**config.mk**
```make
export PLATFORM = sky130hd
export DESIGN_NAME = credit_sender
export DESIGN_NICKNAME = d
export VERILOG_FILES = /design/src/rtl/credit_pkg.sv /design/src/rtl/credit_counter.sv /design/src/rtl/credit_sender.sv
export SDC_FILE = /design/constraint.sdc
export NUM_CORES = 1
export LEC_CHECK = 0
export CORE_MARGIN = 5
export CORE_UTILIZATION = 37
export CTS_CLUSTER_SIZE = 40
export DETAILED_ROUTE_END_ITERATION = 8
export PLACE_DENSITY = 0.79
export REMOVE_ABC_BUFFERS = 1
export SLEW_MARGIN = 30
export SYNTH_ARGS = -nofsm -noshare
export SYNTH_HDL_FRONTEND = slang
export SYNTH_SLANG_ARGS = --single-unit
```
**constraint.sdc**
```tcl
create_clock -name clk -period 1.8 [get_ports clk]
set_input_delay 0.36 -clock clk [delete_from_list [all_inputs] [get_ports clk]]
set_output_delay 0.36 -clock clk [all_outputs]
set_load 0.03 [all_outputs]
```
**src/rtl/credit_pkg.sv**
```systemverilog
// Shared definitions for the credit-based sender/receiver pair: default widths,
// the credit count type and the counter update operations.
package credit_pkg;

    localparam int DEFAULT_DATA_WIDTH   = 8;
    localparam int DEFAULT_MAX_CREDITS  = 4;
    localparam int DEFAULT_CREDIT_WIDTH = $clog2(DEFAULT_MAX_CREDITS + 1);

    typedef logic [DEFAULT_CREDIT_WIDTH-1:0] credit_t;

    typedef enum logic [1:0] {
        CNT_HOLD = 2'd0,
        CNT_DEC  = 2'd1,
        CNT_INC  = 2'd2
    } cnt_op_e;

endpackage

```
**src/rtl/credit_counter.sv**
```systemverilog
// Credit counter: spends one credit per transfer, adds one per return, saturates
// at MAX_CREDITS and raises a sticky error on an overflowing return.
module credit_counter
    import credit_pkg::*;
#(
    parameter int MAX_CREDITS  = DEFAULT_MAX_CREDITS,
    parameter int CREDIT_WIDTH = $clog2(MAX_CREDITS + 1)
) (
    input  logic                    clk,
    input  logic                    rst,
    input  logic                    receiver_in_reset,
    input  logic                    consume,
    input  logic                    credit_return,
    input  logic [CREDIT_WIDTH-1:0] credit_initial,
    output logic [CREDIT_WIDTH-1:0] credit_count,
    output logic                    credit_error
);

    localparam logic [CREDIT_WIDTH-1:0] MAX_COUNT = CREDIT_WIDTH'(MAX_CREDITS);

    function automatic logic [CREDIT_WIDTH-1:0] sat_initial(input logic [CREDIT_WIDTH-1:0] value);
        return (value > MAX_COUNT) ? MAX_COUNT : value;
    endfunction

    function automatic logic [CREDIT_WIDTH-1:0] sat_increment(input logic [CREDIT_WIDTH-1:0] value);
        return (value == MAX_COUNT) ? MAX_COUNT : value + CREDIT_WIDTH'(1);
    endfunction

    cnt_op_e op;

    // A transfer and a return in the same cycle cancel out.
    always_comb begin
        op = CNT_HOLD;
        if (consume && !credit_return) begin
            op = CNT_DEC;
        end else if (!consume && credit_return) begin
            op = CNT_INC;
        end
    end

    always_ff @(posedge clk) begin
        if (rst) begin
            credit_count <= sat_initial(credit_initial);
            credit_error <= 1'b0;
        end else if (receiver_in_reset) begin
            credit_count <= sat_initial(credit_initial);
        end else begin
            case (op)
                CNT_DEC: credit_count <= credit_count - CREDIT_WIDTH'(1);
                CNT_INC: begin
                    credit_count <= sat_increment(credit_count);
                    if (credit_count == MAX_COUNT) begin
                        credit_error <= 1'b1;
                    end
                end
                default: ;
            endcase
        end
    end

endmodule

```
**src/rtl/credit_sender.sv**
```systemverilog
// Credit-based sender: accepts upstream words while credits remain and forwards
// them through a single registered pop stage with no downstream backpressure.
module credit_sender
    import credit_pkg::*;
#(
    parameter int DATA_WIDTH   = DEFAULT_DATA_WIDTH,
    parameter int MAX_CREDITS  = DEFAULT_MAX_CREDITS,
    parameter int CREDIT_WIDTH = $clog2(MAX_CREDITS + 1)
) (
    input  logic                    clk,
    input  logic                    rst,
    input  logic                    push_valid,
    output logic                    push_ready,
    input  logic [DATA_WIDTH-1:0]   push_data,
    output logic                    pop_valid,
    output logic [DATA_WIDTH-1:0]   pop_data,
    input  logic                    pop_credit,
    output logic                    pop_sender_in_reset,
    input  logic                    pop_receiver_in_reset,
    input  logic [CREDIT_WIDTH-1:0] credit_initial,
    input  logic [CREDIT_WIDTH-1:0] credit_withhold,
    output logic [CREDIT_WIDTH-1:0] credit_count,
    output logic                    credit_available,
    output logic                    credit_error
);

    logic                  xfer_p0;
    logic                  vld_p1;
    logic [DATA_WIDTH-1:0] pop_data_p1;

    // Availability uses only the registered count, so a returned credit is spendable next cycle.
    assign credit_available    = (credit_count > credit_withhold);
    assign push_ready          = credit_available && !pop_receiver_in_reset && !rst;
    assign xfer_p0             = push_valid && push_ready;
    assign pop_sender_in_reset = rst;

    credit_counter #(
        .MAX_CREDITS  (MAX_CREDITS),
        .CREDIT_WIDTH (CREDIT_WIDTH)
    ) u_counter (
        .clk               (clk),
        .rst               (rst),
        .receiver_in_reset (pop_receiver_in_reset),
        .consume           (xfer_p0),
        .credit_return     (pop_credit),
        .credit_initial    (credit_initial),
        .credit_count      (credit_count),
        .credit_error      (credit_error)
    );

    // Stage p0 -> p1: registered pop interface; xfer_p0 is already low during either reset.
    always_ff @(posedge clk) begin
        if (rst) begin
            vld_p1      <= 1'b0;
            pop_data_p1 <= '0;
        end else begin
            vld_p1 <= xfer_p0;
            if (xfer_p0) begin
                pop_data_p1 <= push_data;
            end
        end
    end

    assign pop_valid = vld_p1;
    assign pop_data  = pop_data_p1;

endmodule

```
==> results.md <==
* Clk buf depth at 2
* Most frequent cells after synthesis: nand2b_1, dfxtp_1, ha_1, mux2i_1
* Total CTS buffers at 3
* Syn Area/Cell at 9.67 um^2
* Peak Freq at 474 MHz
* Global-route wire length before repair at 3330 um
* Clock latency on the worst-skew pair at 0.29 ns
* Max cap viols at 0
* Mapped Area at 793 um^2
* PnR worst setup slack at -0.312 ns
* Period minus WS final at 2.11 ns
* Initial DRT Pass Iterations at 3
* Leakage at 0.000548 uW
* CTS root buf: clkbuf_4
* Clock-pin slew on the worst setup and hold paths at 0.09 ns
* Synth Flop Type: dfxtp_1
* Fin crit share at 117%
* Starting density of the core at 39.6%
* Pin count of the biggest net entering global routing at 20
* Total global routing overflow at 0
* Yosys reg bits at 13
* Slew margin rel. at 77.9%
* Row Count at 16
* Worst-case hold slack at 0.477 ns
* DRT iter0 DRCs at 4
* Port-buffer cells at 34
* Critical Path Sink Type: output port
* Number of global-route vias before repair at 780
* Async S/R FF share, synth at 0%
* Antenna cells at 0
* Overall Global Routing Usage at 13.1%
* RSZ-0062 raised after global routing: true
* Final Hold Viols at 0
* CP Max Fanout at 3
* Count leader, synth: nand2b_1
* Core area at 2000 um^2
* TritonCTS sink count at 13
* Final number of setup-violating endpoints at 17
* CP arrival at 1.75 ns
* DP Worst Slack at -0.936 ns
* Yosys warns at 0
* Final GP Congestion at 0.699
* # IOs at 35
* Largest cells by area after synthesis: dfxtp_1, ha_1, nand2b_1, edfxtp_1, mux2i_1
* Yosys top cell area share at 25.2%
* Worst slew pin tran at 0.330 ns
* Die Y at 56.3 um
* TritonCTS clock tree: yes
* Residual DRC at 0
* # H-tree levels at 1
* Routed WL at 2020 um
* Post-DP HPWL at 1570 um
* Area Growth Syn to Fin at 71.6%
* Worst hold path type: register to register
* Routed len/inst at 12.9 um
* Post-DRT Antenna Nets at 0
* Outcome: complete, but fails checks
* Initial antenna violation count at 0
* Yosys top cell by area: dfxtp_1
* # nets final at 157
* Skew final at 0.0111 ns
* Post-synth cell types at 24
* Placed cell count at 149
* DIE WIDTH at 56.3 um
* Non-Filler Instances at 156
* Vias post-DR at 724
* CP startpoint kind: input port
* Slew Viols, Final at 0
* Pwr Density at 673 nW/um^2
* Failing checks: setup timing
* Die area at 3170 um^2
* Critical Path RT at 1.44 ns
* Number of synthesized flops with an enable pin at 3
* Fraction of layout instances using a drive strength above 1 at 27.1%
* Max VDD drop at 455 uV
* DR vias/cell at 4.64
* Post-Syn Instances at 82
* Post-synthesis sequential area ratio at 36.6%
* Critical path start-end classification: input port to output port
registers in the layout, indices dropped and copies added (netlist names):
| name | count |
|---|---|
| u_counter.credit_error | 1 |
| u_counter.credit_count | 3 |
| pop_valid | 1 |
| pop_data | 8 |
metal layers:
| layer | wire length (um) | up-vias | track usage (%) |
|---|---|---|---|
| met4 | 21 | 0 | 5.08 |
| met5 | 0 | - | 0 |
| li1 | - | 369 | - |
| met3 | 163 | 2 | 5.05 |
| met1 | 801 | 324 | 14.1 |
| met2 | 1030 | 29 | 23.0 |
logic make-up (layout without fill, tap and decap cells):
logic type      Yosys count  after routing  synth area share, %
simple gates             33             33                 25.6
flops                    13             13                 36.6
compound gates            9              9                 7.25
buf+inv                   9             56                 5.68
fa+ha+maj                 8              8                 12.6
mux                       8              8                 10.1
xor+xnor                  2              2                 2.21
where the power goes:
part / switching, uW / internal, uW
sequential: 13.5 / 321
clock: 103 / 82.6
combinational: 189 / 208
layout by cell type (no fill, tap or decap):
cell type,synthesis,routed
nand2b_1,16,16
o21ai_0,5,1
o21a_2,0,1
o21ai_1,0,3
buf_6,1,4
nor2_1,5,4
inv_1,5,4
edfxtp_1,3,3
a32o_1,1,1
nor2b_4,1,1
o21a_1,2,1
and2_4,0,1
dfxtp_1,10,10
xor2_1,2,2
nor4b_2,1,1
clkinv_2,0,1
clkbuf_4,0,3
buf_4,1,12
a21o_1,1,1
clkdlybuf4s50_1,0,27
o21ai_2,0,1
nand3b_1,1,1
inv_2,0,1
nand3_4,0,2
nor3_1,1,1
nand3_1,4,2
ha_1,8,4
and3_1,1,1
nand2_4,0,1
ha_4,0,4
or2_2,1,1
nor2_2,0,1
mux2i_1,8,8
dlygate4sd2_1,0,4
critical path, cell delays in order:
cell,delay (ns)
clkdlybuf4s50_1,0.48
ha_1,0.20
nor2b_4,0.05
o21a_1,0.16
o21a_2,0.22
and2_4,0.14
buf_6,0.13
path summary, 6_finish.rpt:
path / depth (start not counted) / end / slack, ns / startpoint
worst min register to register: 2 / pop_data[0]$_SDFFE_PP0P_ / 0.48 / pop_data[0]$_SDFFE_PP0P_
worst max-delay path: 7 / push_ready / -0.31 / credit_withhold[0]
worst max register to register: 9 / u_counter.credit_count[0]$_DFFE_PP_ / -0.25 / u_counter.credit_count[1]$_DFFE_PP_
worst min-delay path: 2 / pop_data[0]$_SDFFE_PP0P_ / 0.48 / pop_data[0]$_SDFFE_PP0P_
stage by stage:
step | TNS [ns] | area (um^2) | util [%] | total power, uW
floorplan | -6.85 | 767 | - | 513
global placement | -9.06 | 1210 | 60.6 | 666
detailed placement | -9.98 | 1210 | 60.6 | 677
CTS | -2.36 | 1320 | 65.8 | 892
global route | -3.68 | 1360 | 68.0 | 969
finish | -2.10 | 1360 | 68.0 | 917
layout make-up:
| cell class | instances | area (um^2) |
|---|---|---|
| multi-input combinational | 60 | 551 |
| fill | 165 | 641 |
| tap | 27 | 33.8 |
| sequential | 13 | 290 |
| clock inverter | 1 | 5.00 |
| clock buffer | 3 | 22.5 |
| inverter | 5 | 18.8 |
| timing repair buffer | 47 | 440 |
repair_timing:
action,CTS,global route
gates resized for setup,32,10
hold buffers,0,0
pin swaps,7,8
setup buffers,1,2
setup endpoints to repair,20,17
Power figures use the tool's default switching activity.
